[config.mk]
export PLATFORM = sky130hd
export DESIGN_NAME = ccff_chain_loader
export DESIGN_NICKNAME = d
export VERILOG_FILES = /design/src/rtl/ccff_loader_pkg.sv /design/src/rtl/ccff_byte_serializer.sv /design/src/rtl/ccff_chain_loader.sv
export SDC_FILE = /design/constraint.sdc
export NUM_CORES = 1
export LEC_CHECK = 0
export ABC_CLOCK_PERIOD_IN_PS = 5410
export BUFFER_PORTS_ARGS = -buffer_cell sky130_fd_sc_hd__buf_2
export CAP_MARGIN = 20
export CORE_ASPECT_RATIO = 0.5
export CORE_MARGIN = 4
export CORE_UTILIZATION = 62
export DETAILED_ROUTE_END_ITERATION = 12
export PLACE_DENSITY = 0.83
export SLEW_MARGIN = 0
export SYNTH_ARGS = -nofsm -noshare
export SYNTH_HDL_FRONTEND = slang
export SYNTH_HIERARCHICAL = 1
export SYNTH_SLANG_ARGS = --single-unit
[constraint.sdc]
create_clock -name prog_clk -period 5.41 [get_ports prog_clk]
set_input_delay 0.8115 -clock prog_clk [delete_from_list [all_inputs] [get_ports prog_clk]]
set_output_delay 0.8115 -clock prog_clk [all_outputs]
set_load 0.005 [all_outputs]
[src/rtl/ccff_loader_pkg.sv]
// Shared types and helpers for the configuration-chain loader.
package ccff_loader_pkg;

    typedef enum logic [1:0] {
        StIdle = 2'd0,
        StSent = 2'd1,
        StLoad = 2'd2,
        StDone = 2'd3
    } state_e;

    localparam logic [7:0] DEFAULT_SENTINEL = 8'hA5;

    // Number of bitstream bytes needed to fill chain_len flops.
    function automatic int unsigned words_required(input int unsigned chain_len);
        return (chain_len + 7) / 8;
    endfunction

endpackage

[src/rtl/ccff_byte_serializer.sv]
// One-byte buffer that hands bitstream bytes out one bit per shift, LSB first.
// The final word only contributes its low (CHAIN_LEN mod 8, or 8) bits.
module ccff_byte_serializer
    import ccff_loader_pkg::*;
#(
    parameter int unsigned CHAIN_LEN = 20
) (
    input  logic       prog_clk,
    input  logic       pReset,
    input  logic       clear_i,
    input  logic       fetch_en_i,
    input  logic       shift_en_i,
    input  logic [7:0] word_data_i,
    input  logic       word_valid_i,
    output logic       word_ready_o,
    output logic       bit_valid_o,
    output logic       bit_o
);

    localparam int unsigned Words    = words_required(CHAIN_LEN);
    localparam int unsigned LastBits = ((CHAIN_LEN % 8) == 0) ? 8 : (CHAIN_LEN % 8);
    localparam logic [2:0]  LastIdx  = 3'(LastBits - 1);
    localparam logic [15:0] WordsInit = 16'(Words);

    logic [7:0]  buf_q, buf_d;
    logic        buf_valid_q, buf_valid_d;
    logic [2:0]  bit_idx_q, bit_idx_d;
    logic        is_last_q, is_last_d;
    logic [15:0] words_left_q, words_left_d;

    logic [2:0] last_idx;
    logic       last_bit;
    logic       accept;

    // Ready/last-bit decode and next-state of the buffer.
    always_comb begin
        last_idx     = is_last_q ? LastIdx : 3'd7;
        last_bit     = buf_valid_q && shift_en_i && (bit_idx_q == last_idx);
        word_ready_o = fetch_en_i && (words_left_q != 16'd0) && (!buf_valid_q || last_bit);
        accept       = word_ready_o && word_valid_i;
        bit_valid_o  = buf_valid_q;
        bit_o        = buf_q[bit_idx_q];

        buf_d        = buf_q;
        buf_valid_d  = buf_valid_q;
        bit_idx_d    = bit_idx_q;
        is_last_d    = is_last_q;
        words_left_d = words_left_q;

        if (clear_i) begin
            words_left_d = WordsInit;
            buf_valid_d  = 1'b0;
            bit_idx_d    = 3'd0;
            is_last_d    = 1'b0;
        end else begin
            if (shift_en_i && buf_valid_q) begin
                if (last_bit) begin
                    buf_valid_d = 1'b0;
                    bit_idx_d   = 3'd0;
                end else begin
                    bit_idx_d = bit_idx_q + 3'd1;
                end
            end
            // A new word may land on the same edge the old one empties: no bubble.
            if (accept) begin
                buf_d        = word_data_i;
                buf_valid_d  = 1'b1;
                bit_idx_d    = 3'd0;
                is_last_d    = (words_left_q == 16'd1);
                words_left_d = words_left_q - 16'd1;
            end
        end
    end

    // Buffer state registers.
    always_ff @(posedge prog_clk or posedge pReset) begin
        if (pReset) begin
            buf_q        <= 8'd0;
            buf_valid_q  <= 1'b0;
            bit_idx_q    <= 3'd0;
            is_last_q    <= 1'b0;
            words_left_q <= 16'd0;
        end else begin
            buf_q        <= buf_d;
            buf_valid_q  <= buf_valid_d;
            bit_idx_q    <= bit_idx_d;
            is_last_q    <= is_last_d;
            words_left_q <= words_left_d;
        end
    end

endmodule

[src/rtl/ccff_chain_loader.sv]
// Loads a configuration chain: shifts a sentinel then the bitstream, and
// checks that the sentinel reappears on ccff_tail after CHAIN_LEN shifts.
module ccff_chain_loader
    import ccff_loader_pkg::*;
#(
    parameter int unsigned CHAIN_LEN = 20,
    parameter logic [7:0]  SENTINEL  = DEFAULT_SENTINEL
) (
    input  logic       prog_clk,
    input  logic       pReset,
    input  logic       start,
    input  logic [7:0] word_data,
    input  logic       word_valid,
    output logic       word_ready,
    output logic       ccff_head,
    input  logic       ccff_tail,
    output logic       ccff_en,
    output logic       busy,
    output logic       done,
    output logic       chain_ok,
    output logic       err
);

    // One bit wider than 16 so 8+CHAIN_LEN-1 fits at the maximum chain length.
    localparam logic [16:0] ScFirst = 17'(CHAIN_LEN);
    localparam logic [16:0] ScLast  = 17'(CHAIN_LEN + 7);

    state_e      state_q, state_d;
    logic [16:0] sc_q, sc_d;
    logic        mismatch_q, mismatch_d;
    logic        err_q, err_d;

    logic        start_load;
    logic        fetch_en;
    logic        ser_valid;
    logic        ser_bit;
    logic [16:0] win_off;

    ccff_byte_serializer #(
        .CHAIN_LEN (CHAIN_LEN)
    ) u_ser (
        .prog_clk     (prog_clk),
        .pReset       (pReset),
        .clear_i      (start_load),
        .fetch_en_i   (fetch_en),
        .shift_en_i   (state_q == StLoad),
        .word_data_i  (word_data),
        .word_valid_i (word_valid),
        .word_ready_o (word_ready),
        .bit_valid_o  (ser_valid),
        .bit_o        (ser_bit)
    );

    // Fetch the first word during the last sentinel bit so data follows without a gap.
    assign fetch_en = (state_q == StLoad) || ((state_q == StSent) && (sc_q == 17'd7));

    // FSM next-state, shift counter, tail comparator and outputs.
    always_comb begin
        state_d    = state_q;
        sc_d       = sc_q;
        mismatch_d = mismatch_q;
        err_d      = err_q;
        start_load = 1'b0;
        ccff_en    = 1'b0;
        ccff_head  = 1'b0;
        win_off    = sc_q - ScFirst;

        unique case (state_q)
            StIdle, StDone: begin
                if (start) begin
                    state_d    = StSent;
                    sc_d       = 17'd0;
                    mismatch_d = 1'b0;
                    err_d      = 1'b0;
                    start_load = 1'b1;
                end
            end
            StSent: begin
                ccff_en   = 1'b1;
                ccff_head = SENTINEL[sc_q[2:0]];
                sc_d      = sc_q + 17'd1;
                if (sc_q == 17'd7) state_d = StLoad;
                if (start) err_d = 1'b1;
            end
            StLoad: begin
                ccff_en   = ser_valid;
                ccff_head = ser_valid ? ser_bit : 1'b0;
                if (ser_valid) begin
                    sc_d = sc_q + 17'd1;
                    if (sc_q == ScLast) state_d = StDone;
                end
                if (start) err_d = 1'b1;
            end
            default: state_d = StIdle;
        endcase

        if (ccff_en && (sc_q >= ScFirst) && (sc_q <= ScLast)) begin
            if (ccff_tail != SENTINEL[win_off[2:0]]) mismatch_d = 1'b1;
        end

        busy     = (state_q == StSent) || (state_q == StLoad);
        done     = (state_q == StDone);
        chain_ok = (state_q == StDone) && !mismatch_q;
        err      = err_q;
    end

    // Control state registers.
    always_ff @(posedge prog_clk or posedge pReset) begin
        if (pReset) begin
            state_q    <= StIdle;
            sc_q       <= 17'd0;
            mismatch_q <= 1'b0;
            err_q      <= 1'b0;
        end else begin
            state_q    <= state_d;
            sc_q       <= sc_d;
            mismatch_q <= mismatch_d;
            err_q      <= err_d;
        end
    end

endmodule

=== Yosys cells after proc, flatten, opt, wreduce, memory -nomap -nowiden ===
Memories as Yosys holds them, arrays and structs flattened.
Index checks and enable logic that the tools add are counted.

* Bits in registers: 50
* ROM bits: 16
* Input bits: 13
* Logic and storage cells: 97
* Memories kept: 2

{| class="wikitable"
|+ Memories
! name !! words !! bits a word !! rd ports !! clocked after memory_dff !! wr ports !! line !! RTL
|-
| (no name shown) || 8 || 1 || 1 || 0 || 0 || ccff_chain_loader.sv:98 || <nowiki>if (ccff_tail != SENTINEL[win_off[2:0]]) mismatch_d = 1'b1;</nowiki>
|-
| (no name shown) || 8 || 1 || 1 || 0 || 0 || ccff_chain_loader.sv:80 || <nowiki>ccff_head = SENTINEL[sc_q[2:0]];</nowiki>
|}

* Add/subtract/negate cells: 4
* Magnitude comparators: 5
* Equality and inequality tests: 13
* Multiplexer cells: 37
* Bitwise operators: 1
* Reductions and logical operators: 26

{| class="wikitable"
|+ Operators with widths
! operator !! count
|-
| $pmux 17 s3 || 1
|-
| $mux 17 || 2
|-
| $mux 16 || 2
|-
| $mux 1 || 18
|-
| $add 17x1->17 const B || 1
|-
| $eq 17x3->1 const B || 1
|-
| $eq 17x5->1 const B || 1
|-
| $ge 17x5->1 const B || 1
|-
| $le 17x5->1 const B || 1
|-
| $eq 16x1->1 const B || 1
|-
| $reduce_bool 16->1 || 1
|-
| $sub 16x1->16 const B || 1
|-
| $mux 3 || 5
|-
| $lt 3x4->1 const B || 3
|-
| $logic_and 1x1->1 || 9
|-
| $mux 2 || 4
|-
| $reduce_and 2->1 || 4
|-
| $ne 2x2->1 const B || 3
|-
| $pmux 1 s2 || 3
|-
| $pmux 2 s3 || 1
|-
| $reduce_bool 3->1 || 2
|-
| $eq 2x2->1 const B || 2
|-
| $ne 2x1->1 const B || 2
|-
| $reduce_and 4->1 || 1
|-
| 12 further kinds || 16
|}

=== Logic depth before layout (Yosys ltp) ===
Gate-level depths: netlist of run 1.

* Word-level depth: 8
* Mapped depth: 10
* Gate-level depth less buffers: 9

=== By module ===
The synthesis of run 1 kept the hierarchy.

{| class="wikitable"
|+ Modules (own cells, without submodules)
! module !! instances !! cells an instance !! area each (um^2)
|-
| ccff_byte_serializer || 1 || 145 || 1571.5
|-
| ccff_chain_loader || 1 || 148 || 1342.5
|}

=== Worst setup path before layout of run 1 ===
OpenSTA, ideal clock, no wires.

* Path kind: register -> register
* From: register sc_q[10]
* To: register u_ser.buf_q[0]
* Setup time: 0.125 ns
* Arrival time: 2.695 ns
* Required time: 5.285 ns
* Setup slack: 2.590 ns
* Cell stages (with the launch flop): 11
* Buffers on the path: 1
* Clock period less this slack: 2.820 ns
* Path through: dfrtp_1 or4_1 or2_2 nor3_1 a21o_2 and4_1 a32o_1 buf_4 nand2_1 nor2_4 mux2_2

* Cells in the longest elaborated chain, start to end: 7

{| class="wikitable"
|+ Ends and longest elaborated chain
! element !! line !! RTL
|-
| start: declaration || ccff_chain_loader.sv:29 || <nowiki>logic [16:0] sc_q, sc_d;</nowiki>
|-
| start signal: assignment || ccff_chain_loader.sv:111 || <nowiki>sc_q <= 17'd0;</nowiki>
|-
| start signal: assignment || ccff_chain_loader.sv:116 || <nowiki>sc_q <= sc_d;</nowiki>
|-
| $eq 17x3->1 || ccff_chain_loader.sv:55 || <nowiki>assign fetch_en = (state_q == StLoad) || ((state_q == StSent) && (sc_q == 17'd7));</nowiki>
|-
| $logic_and 1x1->1 || ccff_chain_loader.sv:55 ||
|-
| $logic_or 1x1->1 || ccff_chain_loader.sv:55 ||
|-
| via fetch_en || ccff_chain_loader.sv:34 || <nowiki>logic fetch_en;</nowiki>
|-
| $logic_and 1x1->1 (2 in series) || ccff_byte_serializer.sv:39 || <nowiki>word_ready_o = fetch_en_i && (words_left_q != 16'd0) && (!buf_valid_q || last_bit);</nowiki>
|-
| $logic_and 1x1->1 || ccff_byte_serializer.sv:40 || <nowiki>accept = word_ready_o && word_valid_i;</nowiki>
|-
| $reduce_and 2->1 (no line) || - ||
|-
| end signal: assignment || ccff_byte_serializer.sv:84 || <nowiki>buf_q <= buf_d;</nowiki>
|-
| end: declaration || ccff_byte_serializer.sv:25 || <nowiki>logic [7:0] buf_q, buf_d;</nowiki>
|}

The timed path passes the listed nets, and every way through them passes these cells.
A chain may end at the register's enable or synchronous reset.

=== Worst setup path in the final report of run 1 ===
Ends and elaborated chain as after synthesis.

==> results of run 1 <==
-- final cells by class --
type / count / area [um^2]
clock buffers: 7 / 76.3
clock inverters: 1 / 30.0
fillers: 328 / 1330
inverters: 12 / 45.0
multi-input cells: 218 / 1540
flip-flops and latches: 50 / 1250
well taps: 57 / 71.3
repair buffers: 20 / 123
-- metal layers --
metal / vias up / track usage [%] / wire length, um
met3: 18 / 4.48 / 209
met5: - / 0 / 0
li1: 1084 / - / -
met4: 0 / 6.73 / 105
met2: 40 / 37.6 / 3060
met1: 1148 / 27.8 / 2700
-- flip-flops by register name, indices dropped and copies added, names as in the netlist --
name	flops
sc_q	17
u_ser/words_left_q	16
u_ser/buf_q	8
u_ser/bit_idx_q	3
state_q	2
err	1
mismatch_q	1
u_ser/bit_valid_o	1
u_ser/is_last_q	1
-- through the flow --
stage	power [mW]	instances
6_report	1.25	365
2_1_floorplan	0.874	293
4_1_cts	1.25	364
3_3_place_gp	0.956	356
3_5_place_dp	0.983	356
5_1_grt	1.34	365
-- worst max-delay path by stage --
stage               slack [ps]  startpoint                endpoint
floorplan                 2590    sc_q[10]          u_ser/buf_q[0]
global placement          2290    sc_q[10]  u_ser/words_left_q[11]
detailed placement        2140    sc_q[10]  u_ser/words_left_q[11]
CTS                       2110    sc_q[10]          u_ser/buf_q[0]
global route              1880    sc_q[10]          u_ser/buf_q[0]
finish                    2010    sc_q[10]          u_ser/buf_q[0]
-- power by group --
group	internal [mW]	switching [mW]	total [mW]	leakage, nW
clock network	0.139	0.128	0.266	0.0524
logic	0.200	0.265	0.465	0.718
registers	0.444	0.0769	0.521	0.661
total	0.782	0.470	1.25	1.43
-- Yosys cell counts (all sizes together), types with 11 or more instances --
library cell / number
nand3: 16
inv: 12
nand2: 20
dfrtp: 50
mux2: 11
xor2: 12
a21oi: 11
or4: 11
nor4: 13
nor2: 28
-- worst max-delay path, cell delays in order (launching register included) --
cell and delay (ps):
dfrtp_1 430, or4_1 590, or2_2 340, nor3_1 230, a21o_2 190, and4_1 170, a32o_1 410, nand2_1 260
nor2_4 270, mux2_2 380
-- cells by family after synthesis --
kind of cell,after synthesis
AO/OA/AOI/OAI,28
adder cells (fa/ha/maj),9
XOR/XNOR,20
multiplexers,20
AND/OR/NAND/NOR,141
flip-flops,50
buffers and inverters,25
==> flow_summary.yaml, run 1 <==
synth:
  ys_warn_count: 6
  synth_area_per_cell_um2: 9.95
  synth_cell_types: 50
  syn-num-nets: 315
  yosysTopAreaCellShare_pct: 42.9
  muxShareOfSynthArea_pct: 8.20
  synth_xor_area_share_pct: 6.01
  synth-compound-area-share_pct: 6.40
  synth-async-reset-ratio_pct: 100
  synth_area_mm2: 0.00291
  yosysTopAreaCell: "dfrtp_1"
  synth-main-ff-cell: "dfrtp_1"
  yosys.area_share.adder_pct: 3.86
  synth_edf_count: 0
  synth_area_leaders: "dfrtp_1, mux2_2, ha_1"
  synth_seq_cells: 50
  synthSimpleGateAreaFrac_pct: 28.5
  yosysSeqAreaShare_pct: 42.9
  synth_top_family_by_area: "simple AND/OR/NAND/NOR gates"
  syn_inst: 293
drt:
  ant_nets: 0
  drt_iter0_markers: 139
  vias_per_cell: 6.27
  vias: 2290
  firstDrtPassIters: 4
  drcViolationCount: 0
  routed_wirelength_um: 6070
  post_drt_wl_per_cell_um: 16.6
clocking:
  clk_pin_slew_ps: 100
  cts_num_sinks: 50
  clockBufferDepth: 2
  cts_tree: "done"
  cts_resized: 0
  h-tree-depth: 2
  cts-root-buf: "clkbuf_8"
  cts_buffers: 5
  insertion_delay_ps: 310
  hold_buffers: 0
  cts_setup_buffers: 0
floorplan:
  die_x_um: 105
  io_pins: 20
  dieArea_mm2: 0.00593
  core_mm2: 0.00447
  rows: 17
  initial_core_util_pct: 65.2
  die_h_um: 56.5
run_status:
  status: "completed"
place:
  dpl-instance-area_mm2: 0.00301
  io_buffers: 19
  gp_congestion: 0.799
  dp_hpwl_um: 4070
  post-place-ws_ps: 2140
critical_path:
  cp-start-kind: "flop"
  critical_path.max_fanout: 13
  worstSetupPathType: "flop to flop"
  r2r_start: "sc_q[10]"
  r2r_cells: 9
  r2r_setup_slack_ps: 2010
  reg2reg_to: "u_ser/buf_q[0]"
  worstPathRequired_ps: 5600
  crit_path_end_kind: "flop"
  critical_path_arrival_ps: 3590
sta:
  tns_ps: 0
  tightest_slew_ps: 835
  rsz0062_at_grt: "false"
  finalWorstSetupSlack_ps: 2010
  setup_viol: 0
  fmax_mhz: 294
  fin_crit_sh_pct: 62.8
  whs_ps: 504
  timing.final.crit_period_ps: 3400
  timing_hold_violations_final: 0
  skew_ps: 7.68
  relSlewSlack_pct: 44.3
  drv_slew: 0
global_route:
  antenna_found_initial: 0
  overflow: 0
  grt_pass1_wl_um: 10600
  grt_pass1_vias: 2308
  globalRouteTotalUtil_pct: 21.8
  grt_max_degree: 30
finish:
  nets: 329
  most-common-layout-cells: "dfrtp_1, nor2_1, nand2_1"
  drive_gt1_share_pct: 16.6
  layout_commonest_cell: "dfrtp_1"
  n_antenna_cell: 0
  post-route-util_pct: 70.3
  area_growth_pct: 7.77
  final_cell_area_mm2: 0.00314
power_and_ir_drop:
  powerDensity_mw_per_mm2: 399
  leakagePower_nw: 1.43
  peakVddDrop_mv: 0.183
worst_hold_path:
  min_path_type: "input port to asynchronous set/reset pin"
job:
  drv_cap: 0
No activity file was read; power rests on OpenSTA's default activity.
==> run 2: changes to the inputs <==
--- a/config.mk
+++ b/config.mk
@@ -5,14 +5,14 @@
 export SDC_FILE = /design/constraint.sdc
 export NUM_CORES = 1
 export LEC_CHECK = 0
-export ABC_CLOCK_PERIOD_IN_PS = 5410
+export ABC_CLOCK_PERIOD_IN_PS = 3500
 export BUFFER_PORTS_ARGS = -buffer_cell sky130_fd_sc_hd__buf_2
 export CAP_MARGIN = 20
 export CORE_ASPECT_RATIO = 0.5
 export CORE_MARGIN = 4
-export CORE_UTILIZATION = 62
+export CORE_UTILIZATION = 60
 export DETAILED_ROUTE_END_ITERATION = 12
-export PLACE_DENSITY = 0.83
+export PLACE_DENSITY = 0.81
 export SLEW_MARGIN = 0
 export SYNTH_ARGS = -nofsm -noshare
 export SYNTH_HDL_FRONTEND = slang
==> constraint.sdc (replaced) <==
create_clock -name prog_clk -period 3.5 [get_ports prog_clk]
set_input_delay 0.525 -clock prog_clk [delete_from_list [all_inputs] [get_ports prog_clk]]
set_output_delay 0.525 -clock prog_clk [all_outputs]
set_load 0.005 [all_outputs]
==> run 2 against run 1 <==
Against the previous run: critical path depth is the same; sequential cell count unchanged; clock-buffer cell count unchanged; clock power up 31%; worst hold slack got worse by 340 ps; first-iteration DRC count is 9.4% lower; maximum frequency is 9.0% higher; register-to-register slack lost 1600 ps; global-route usage fell by 0.92 points; via count fell by 1.5%; design area rose by 0.36%; wire length decreased by 3.6%.
==> flow_summary.yaml, run 2 (same netlist as run 1, synthesis figures left out) <==
run_status:
  status: "completed"
power_and_ir_drop:
  sw_frac_of_total_pct: 38.2
  p_sw_mw: 0.719
  total_power_mw: 1.88
  power_frac_clock_pct: 18.5
  powerDensity_mw_per_mm2: 597
  p_int_mw: 1.16
  peakVddDrop_mv: 0.310
  seqPwrFrac_pct: 42.6
  p_comb_share_pct: 38.9
  leakagePower_nw: 1.44
floorplan:
  die_h_um: 57.3
  core_mm2: 0.00453
  initial_core_util_pct: 64.3
  io_pins: 20
  die_x_um: 107
  dieArea_mm2: 0.00610
  rows: 17
finish:
  reg.largest.list: "sc_q (17), u_ser/words_left_q (16), u_ser/buf_q (8)"
  post-route-util_pct: 69.6
  finish.cell_count_without_fillers: 376
  nFillCells: 339
  n_antenna_cell: 0
  final_cell_area_mm2: 0.00315
  largest_reg_flops: 17
  area_growth_pct: 8.16
  top_register: "sc_q"
  nets: 331
  most-common-layout-cells: "dfrtp_1, nor2_1, nand2_1"
  layout_commonest_cell: "dfrtp_1"
  drive_gt1_share_pct: 17.4
clocking:
  cts_buffers: 5
  insertion_delay_ps: 300
  clk_pin_slew_ps: 90
  cts_setup_buffers: 0
  cts_num_sinks: 50
  cts_tree: "done"
  hold_buffers: 0
  cts_resized: 0
  cts-root-buf: "clkbuf_8"
  clockBufferDepth: 2
  h-tree-depth: 2
place:
  dp_hpwl_um: 4120
  io_buffers: 19
  dpl-instance-area_mm2: 0.00303
  post-place-ws_ps: 431
  placed_cells: 367
  gp_congestion: 0.808
drt:
  drcViolationCount: 0
  firstDrtPassIters: 4
  post_drt_wl_per_cell_um: 15.6
  vias_per_cell: 6.00
  routed_wirelength_um: 5860
  ant_nets: 0
  drt_iter0_markers: 126
  vias: 2256
global_route:
  grt_pass1_wl_um: 10400
  antenna_found_initial: 0
  globalRouteTotalUtil_pct: 20.9
  grt_max_degree: 30
  overflow: 0
  grt_pass1_vias: 2231
critical_path:
  critical_path.max_fanout: 8
  cp_slowest_cell: "or4_1"
  worstPathCellList: "or4_1, or2_2, nor3_1, a21o_2, and4_1, a32o_1, nand2_1, nor2_4, mux2_2"
  cp-start-kind: "flop"
  cpPeakStageDelay_ps: 590
  crit_path_end_kind: "flop"
  crit_family: "simple AND/OR/NAND/NOR gates"
  worstPathRequired_ps: 3690
  worstSetupPathType: "flop to flop"
  critical_path_arrival_ps: 3310
  cp_num_buf_inv: 0
sta:
  timing.final.crit_period_ps: 3120
  rsz0062_at_grt: "false"
  drv_slew: 0
  relSlewSlack_pct: 46.3
  finalWorstSetupSlack_ps: 382
  fmax_mhz: 321
  whs_ps: 161
  fin_crit_sh_pct: 89.1
  tns_ps: 0
  timing_hold_violations_final: 0
  tightest_slew_ps: 805
  skew_ps: 9.26
  setup_viol: 0
job:
  drv_cap: 0
worst_hold_path:
  min_path_type: "input port to asynchronous set/reset pin"
-- run 2: changes by cell type in the layout (fill, tap and decap cells not counted) --
cell	delta
clkinv_2	+1
bufinv_16	-1
buf_4	+2
clkbuf_1	-1
clkbuf_8	+1
-- run 2: final cells by class --
| type | count | area (um^2) | share of cell area (%) |
|---|---|---|---|
| inverter | 12 | 45.0 | 1.43 |
| sequential | 50 | 1250 | 39.7 |
| multi-input combinational | 218 | 1540 | 49.0 |
| tap | 66 | 82.6 | 2.62 |
| timing repair buffer | 22 | 138 | 4.37 |
| clock buffer | 7 | 86.3 | 2.74 |
| clock inverter | 1 | 5.00 | 0.159 |
-- run 2: per-layer routing --
metal | up-vias | track usage [%] | wire [um]
li1 | 1087 | - | -
met1 | 1116 | 28.6 | 2710
met2 | 47 | 34.8 | 2890
met3 | 6 | 4.52 | 220
met4 | 0 | 4.19 | 38
met5 | - | 0 | 0
-- run 2: path summary, 6_finish.rpt --
path                                   start        endpoint  slack, ps  cells after the start
worst max-delay path                sc_q[10]  u_ser/buf_q[6]        380                      9
worst min-delay path                  pReset  u_ser/buf_q[7]        160                      2
worst max register to register      sc_q[10]  u_ser/buf_q[6]        380                      9
worst min register to register           err             err        500                      2
max in group asynchronous             pReset             err       2610                      2
min in group prog_clk           word_data[5]  u_ser/buf_q[5]        450                      2
-- run 2: power groups by stage --
stage               clock network, mW  logic (mW)  registers, mW
finish                          0.349       0.732          0.802
detailed placement                  0       0.725          0.809
CTS                             0.354       0.731          0.800
global placement                    0       0.693          0.801
global route                    0.386       0.823          0.818
floorplan                           0       0.580          0.771
-- run 2: worst register-to-register path, cell delays in order (launching register included) --
cell and delay, ps:
dfrtp_1 420, or4_1 590, or2_2 330, nor3_1 180, a21o_2 170, and4_1 180
a32o_1 300, nand2_1 220, nor2_4 250, mux2_2 380
